--- src/rtl/rr_pri_enc.sv ---
// rr_pri_enc: registered priority encoder with fixed or round-robin priority.
//   Picks one active request from in[], registers its binary index (out) and
//   one-hot grant under a valid/ready handshake. In round-robin mode the
//   search start (ptr) moves just below the granted index on each handshake.
// Ports:
//   clk        clock
//   reset_     synchronous, active-low reset
//   in         request vector, active level ACT
//   flush      active-high, discards the held result
//   out_ready  active-high, consumer takes the held result
//   out_valid  held result present, active level ACT
//   out        binary index of the granted request
//   grant      one-hot grant, active level ACT
//   ptr        current search start index

`ifndef High
`define High 1'b1
`endif
`ifndef Low
`define Low 1'b0
`endif

module rr_pri_enc #(
    parameter int   IN  = 32,
    parameter logic ACT = `High,
    parameter int   RR  = 1,
    localparam int  OUT = $clog2(IN)
) (
    input  logic           clk,
    input  logic           reset_,
    input  logic [IN-1:0]  in,
    input  logic           flush,
    input  logic           out_ready,
    output logic           out_valid,
    output logic [OUT-1:0] out,
    output logic [IN-1:0]  grant,
    output logic [OUT-1:0] ptr
);

    localparam logic [OUT-1:0] LAST = OUT'(IN - 1);

    logic [IN-1:0]  req;
    logic           valid_q;
    logic [OUT-1:0] out_q;
    logic [IN-1:0]  grant_q;
    logic [OUT-1:0] ptr_q;
    logic [OUT-1:0] ptr_d;
    logic           hs;
    logic           load;
    logic           hit_lo;
    logic           hit_hi;
    logic [OUT-1:0] sel_lo;
    logic [OUT-1:0] sel_hi;
    logic [OUT-1:0] sel;
    logic           any;
    logic [IN-1:0]  onehot;

    // Work internally in active-high terms.
    assign req  = ACT ? in : ~in;
    assign hs   = valid_q && out_ready;
    assign load = !valid_q || out_ready;

    // The selection made on a handshake edge must already use the advanced
    // pointer, otherwise the just-granted index would win a second time.
    always_comb begin
        ptr_d = ptr_q;
        if (RR == 0) begin
            ptr_d = LAST;
        end else if (hs) begin
            ptr_d = (out_q == '0) ? LAST : out_q - 1'b1;
        end
    end

    // Descending wrap-around search from ptr_d, done as two passes: the
    // highest active index at or below ptr_d, else the highest active index
    // overall (which then lies above ptr_d). Avoids a modulo rotation, so
    // non-power-of-two IN needs no special case.
    always_comb begin
        hit_lo = 1'b0;
        hit_hi = 1'b0;
        sel_lo = '0;
        sel_hi = '0;
        for (int unsigned i = 0; i < IN; i++) begin
            if (req[i]) begin
                hit_hi = 1'b1;
                sel_hi = OUT'(i);
                if (OUT'(i) <= ptr_d) begin
                    hit_lo = 1'b1;
                    sel_lo = OUT'(i);
                end
            end
        end
        any    = hit_hi;
        sel    = hit_lo ? sel_lo : sel_hi;
        onehot = '0;
        if (any) begin
            onehot[sel] = 1'b1;
        end
    end

    always_ff @(posedge clk) begin
        if (!reset_) begin
            valid_q <= 1'b0;
            out_q   <= '0;
            grant_q <= '0;
            ptr_q   <= LAST;
        end else begin
            ptr_q <= ptr_d;
            if (flush) begin
                valid_q <= 1'b0;
                grant_q <= '0;
            end else if (load) begin
                valid_q <= any;
                grant_q <= onehot;
                if (any) begin
                    out_q <= sel;
                end
            end
        end
    end

    assign out_valid = valid_q ? ACT : ~ACT;
    assign out       = out_q;
    assign grant     = ACT ? grant_q : ~grant_q;
    assign ptr       = ptr_q;

endmodule
--- config.mk ---
export PLATFORM = sky130hd
export DESIGN_NAME = rr_pri_enc
export DESIGN_NICKNAME = d
export VERILOG_FILES = /design/src/rtl/rr_pri_enc.sv
export SDC_FILE = /design/constraint.sdc
export NUM_CORES = 1
export LEC_CHECK = 0
export ABC_CLOCK_PERIOD_IN_PS = 9330
export BUFFER_PORTS_ARGS = -buffer_cell sky130_fd_sc_hd__buf_2
export CAP_MARGIN = 20
export CORE_MARGIN = 2
export CORE_UTILIZATION = 35
export DETAILED_ROUTE_END_ITERATION = 7
export PLACE_DENSITY = 0.6
export SYNTH_ARGS = -nofsm -noshare
export SYNTH_HDL_FRONTEND = slang
export SYNTH_SLANG_ARGS = --single-unit
--- constraint.sdc ---
create_clock -name clk -period 9.33 [get_ports clk]
set_input_delay 1.866 -clock clk [delete_from_list [all_inputs] [get_ports clk]]
set_output_delay 1.866 -clock clk [all_outputs]
set_load 0.005 [all_outputs]
==> run metrics, run 1 <==
CP startpoint kind=primary input; commonest non-fill, non-tap cell in the layout=buf_2; most frequent CP cell=or3_1; Worst Hold Endpoint=grant[28]; Max-cap violations=0; Mapped Area=0.003362 mm²; clock sink total=43; vias in the first global route=3349; unrepaired setup endpoints after global routing=false; CTS resizes=0; IO Pins=79; PwrDens=133.8 mW/mm²; # DRC=0; fmax=0.1673 GHz; WHS=453.5 ps; Synth Net Count=468; DRT Wirelength=10980 µm; first drt pass iteration count=5; Clock transition at path regs=80 ps; mean routed wirelength per cell=17.52 µm; root cell of the clock tree=clkbuf_8; DP HPWL=8547 µm; fin nets=534; Min-Delay Path Depth=2; global-route wire length before repair=17590 µm; Sum Neg Setup Slack=0 ps; remaining antenna violation count=0; ys async rst share=0; Worst slew margin=0.2958; outcome=complete, no violations; Total GRT Usage=0.2119; Skew-Pair Late Insertion Delay=290 ps; hold_sp=grant[28]; initial antenna violation count=0; CP required=9480 ps; die width=102.0 µm; Ys Warns=0; sequential share of the synthesized area=0.2560; element type at the critical path end=flop; Starting Density=0.3621; Port Buffers=78; commonest cells after routing, fill and taps aside=buf_2 (78), nand2_1 (57), dfxtp_1 (43); drt first-iter violations=281; final slew viol count=0; r2r setup slk=4540 ps; WP buf/inv=2; post-route core utilization=0.4221; CP Max Fanout=24; FF-to-FF End=grant[22]; via/cell ratio=5.981; HP Class=reg -> reg; H-tree Lvls=2; buffer count from post-CTS setup fixing=0; fin crit share=0.6406; Clock Skews=4.946 ps; Die Ht=102.0 µm; critical path cell sequence=buf_2 > and2_1 > a41oi_1 > buf_4 > o21a_1 > o41ai_4 > nand2_2 > or3_1 > or3_4 > nor3_1 > or3_1 > o31ai_1; CTS tree=yes; Crit-path slowest cell=or3_1; Most used DFF post-synth=dfxtp_1; share of cells above drive strength 1=0.2570; Synth area leader=dfxtp_1; Leakage=1.583 nW; crit-path leading delay family=simple AND/OR/NAND/NOR gates; Syn Inst Count=431; area of the core=0.009284 mm²; Synth area leaders=dfxtp_1 (26%), nand2_1 (6.4%), o31ai_1 (6.3%); Synth top area share=0.2560; worst r2r src=valid_q; endpoints failing setup=0; # diodes=0; Congestion Overflow GR=0; Max Root-Sink Buffers=2; reg2reg path depth=11; cts bufs inserted=5; largest net degree at the start of global routing=33; EDFF count, synth=0; mean area per synthesized cell=7.800 µm²; Period minus WS final=5977 ps; # fillers=974; Yosys reg bits=43; final hold violations=0; VDD IR max=0.06422 mV; CP max stage delay=680 ps; total number of vias=3750; full die area=0.01041 mm²; Post-CTS Hold Buffers=0; synth unique cells=84; Worst-Margin Slew=1051 ps; Syn-to-layout area delta=16.56%; Worst EP arrival=6130 ps; GP Congestion=0.9542; worst setup path class=in -> reg; Site Rows=35
## worst max-delay path by stage
stage / from / endpoint / slack (ps) / cells after the start
final: out_ready / grant[22] / 3350 / 12
after global routing: out_ready / grant[27] / 3020 / 12
after floorplan: out_ready / grant[11] / 4490 / 14
after detailed placement: out_ready / grant[19] / 2820 / 11
after CTS: out_ready / grant[22] / 3110 / 11
after global placement: out_ready / grant[18] / 3090 / 11
## synthesized netlist by cell type, types with 3 or more instances
library cell and n:
nand2_1 57, dfxtp_1 43, nor2_1 32, o31ai_1 28
o21ai_0 24, a21oi_1 21, nand3_1 16, inv_1 12
o31ai_2 12, o21a_1 10, clkbuf_1 8, buf_2 7
nor3_1 7, or2_2 7, and2_1 6, and3_1 6
nand2b_1 6, a211oi_1 5, buf_6 5, nor4_1 5
o211a_1 5, o211ai_1 5, a21o_1 4, a31oi_1 4
o22ai_1 4, or3_1 4, a21boi_0 3, a32oi_1 3
mux2i_1 3, nand3b_1 3, nor2b_1 3, o2111ai_1 3
o21bai_1 3, o31a_1 3
## logic make-up (layout without fill, tap and decap cells)
| logic type | count (synthesis) | count (layout) | share of synthesized area |
|---|---|---|---|
| AO/OA/AOI/OAI | 176 | 176 | 0.4060 |
| XOR/XNOR | 2 | 2 | 0.005211 |
| adder cells (fa/ha/maj) | 1 | 1 | 0.003721 |
| buffers and inverters | 34 | 101 | 0.05507 |
| flip-flops | 43 | 43 | 0.2560 |
| multiplexers | 4 | 4 | 0.01228 |
| AND/OR/NAND/NOR | 171 | 171 | 0.2616 |
## area by class of cell
class / count / area, µm² / share of cell area
Clock buffer: 5 / 68.82 / 0.01756
Inverter: 12 / 45.04 / 0.01149
Multi-Input combinational cell: 354 / 2318 / 0.5916
Clock inverter: 3 / 43.79 / 0.01117
Timing Repair Buffer: 81 / 420.4 / 0.1073
Tap cell: 129 / 161.4 / 0.04119
Sequential cell: 43 / 860.8 / 0.2197
## where the power goes
part           internal, mW  leakage (nW)  total, mW  switching [mW]
logic                0.0621          1.18      0.181           0.119
registers             0.189         0.349      0.200          0.0109
clock network        0.0797        0.0581      0.143          0.0631
total                 0.331          1.58      0.524           0.193
## through the flow
stage | total power [mW] | setup WS, ps | instance area, µm² | instances
4_1_cts | 0.5243 | 3111 | 3896 | 625
2_1_floorplan | 0.3344 | 4488 | 3362 | 431
5_1_grt | 0.5552 | 3025 | 3919 | 627
3_5_place_dp | 0.3809 | 2821 | 3784 | 617
3_3_place_gp | 0.3799 | 3089 | 3784 | 617
6_report | 0.5242 | 3353 | 3919 | 627
## tightest hold or removal path, delay by kind of cell (launching register included)
kind	cells	cell delay, ps
compound gates	1	50
simple gates	1	50
flops	1	330
## flip-flops by register name, indices dropped and copies added (netlist names)
name,flops
grant,32
out,5
ptr,5
valid_q,1
## layer usage
layer  track usage  share of wire
met5             0              0
met4       0.03692         0.0057
met3       0.03283          0.076
met1        0.3108           0.46
met2        0.3330           0.46
Note: power is estimated with default switching activity, not from simulation.
==> run 2: changes to the inputs <==
- ABC_CLOCK_PERIOD_IN_PS: 9330 -> 5800
- clock period: 9.33 -> 5.8 ns (I/O delays scaled with it)
==> run metrics, run 2 (synthesis gave the netlist of run 1 again) <==
outcome=complete, no violations (unchanged); Worst-Margin Slew=786.1 ps (was 1051 ps); most frequent CP cell=o31ai_1 (was or3_1); Site Rows=35 (unchanged); total number of vias=3721 (was 3750); element type at the critical path end=flop (unchanged); WHS=449.5 ps (was 453.5 ps); CP Max Fanout=23 (was 24); first drt pass iteration count=5 (unchanged); root cell of the clock tree=clkbuf_8 (unchanged); r2r setup slk=1090 ps (was 4540 ps); # DRC=0 (unchanged); Starting Density=0.3621 (unchanged); Congestion Overflow GR=0 (unchanged); CTS resizes=0 (unchanged); full die area=0.01041 mm² (unchanged); VDD IR max=0.1757 mV (was 0.06422 mV); Skew-Pair Late Insertion Delay=300 ps (was 290 ps); Clock transition at path regs=80 ps (about the same); global-route wire length before repair=17890 µm (was 17590 µm); Worst EP arrival=4880 ps (was 6130 ps); die width=102.0 µm (unchanged); worst setup path class=in -> reg (unchanged); HP Class=reg -> reg (unchanged); Leakage=1.604 nW (was 1.583 nW); via/cell ratio=5.906 (was 5.981); remaining antenna violation count=0 (unchanged); mean routed wirelength per cell=17.48 µm (was 17.52 µm); # diodes=0 (unchanged); hold_sp=grant[1] (was grant[28]); Crit-path slowest cell=or3_1 (unchanged); Max-cap violations=0 (unchanged); Port Buffers=78 (unchanged); vias in the first global route=3417 (was 3349); max reg flops=32 (unchanged); drt first-iter violations=411 (was 281); CTS tree=yes (unchanged); final slew viol count=0 (unchanged); cts bufs inserted=5 (unchanged); fmax=0.2119 GHz; fin crit share=0.8137; largest net degree at the start of global routing=26 (was 33); commonest cells after routing, fill and taps aside=buf_2 (78), nand2_1 (57), dfxtp_1 (43) (unchanged); Total GRT Usage=0.2161 (was 0.2119); area of the core=0.009284 mm² (unchanged); buffer count from post-CTS setup fixing=0 (unchanged); initial antenna violation count=0 (unchanged); PwrDens=215.3 mW/mm² (was 133.8 mW/mm²); Period minus WS final=4720 ps; final hold violations=0 (unchanged); fin nets=537 (was 534); Sum Neg Setup Slack=0 ps (unchanged); GP Congestion=0.9698 (was 0.9542); Worst slew margin=0.4760 (was 0.2958); commonest non-fill, non-tap cell in the layout=buf_2 (unchanged); worst r2r src=out[0] (was valid_q); CP Launch Point=out_ready (unchanged); Post-CTS Hold Buffers=0 (unchanged); H-tree Lvls=2 (unchanged); endpoints failing setup=0 (unchanged); CP required=5960 ps (was 9480 ps); CP max stage delay=680 ps (about the same); critical path cell sequence=buf_2 > and2_1 > buf_4 > nand2_1 > o21ai_0 > nand3_2 > o31ai_1 > nand4_1 > or3_4 > nor3_1 > or3_1 > o31ai_1 (was buf_2 > and2_1 > a41oi_1 > buf_4 > o21a_1 > o41ai_4 > nand2_2 > or3_1 > or3_4 > nor3_1 > or3_1 > o31ai_1); Die Ht=102.0 µm (unchanged); Syn-to-layout area delta=17.72% (was 16.56%); share of cells above drive strength 1=0.2615 (was 0.2570); Clock Skews=6.136 ps (was 4.946 ps); IO Pins=79 (unchanged); DRT Wirelength=11010 µm (was 10980 µm); unrepaired setup endpoints after global routing=false (unchanged); Max Root-Sink Buffers=2 (unchanged); clock sink total=43 (unchanged); CP startpoint kind=primary input (unchanged); DP HPWL=8627 µm (was 8547 µm)
[run 2: changes by cell type in the layout (fill, tap and decap cells not counted), sizes merged]
cell  before  now
buf       81   84
[run 2: cell type report]
cell class              count  area (µm²)
multi-input cells         354        2318
well taps                 129       161.4
repair buffers             84       459.2
flip-flops and latches     43       860.8
clock buffers               5       68.82
inverters                  12       45.04
clock inverters             3       43.79
fillers                   977        5326
[run 2: critical path: cells and delay by family]
kind            cells  cell delay, ps
compound gates      3             890
simple gates        7            2390
buf+inv             2             440
[run 2: where the power goes]
part           internal (mW)  total [mW]  switching [mW]
Clock                  0.128       0.233           0.105
Combinational          0.105       0.297           0.192
Sequential             0.304       0.322          0.0179
Total                  0.537       0.852           0.315
[run 2: through the flow]
step                instance area (µm²)  setup WS, ps  cells  total power [mW]  utilization
floorplan                          3362          1664    431            0.5380            -
global placement                   3799         870.2    619            0.6149       0.4092
detailed placement                 3826         701.7    620            0.6155       0.4121
CTS                                3939          1044    628            0.8476       0.4243
global route                       3958         749.2    630            0.9011       0.4263
finish                             3958          1080    630            0.8520       0.4263
[run 2: routing by layer]
layer,share of wire,vias to the layer above,GRT usage
met5,0,-,0
met4,0.020,0,0.06256
met3,0.071,18,0.03010
met2,0.44,163,0.3244
met1,0.47,1751,0.3213
li1,-,1789,-
[run 2: path summary, 6_finish.rpt]
kind,endpoint,cells after the start
worst max-delay path,grant[22],12
worst min-delay path,grant[1],2
worst max register to register,grant[22],12
worst min register to register,grant[1],2
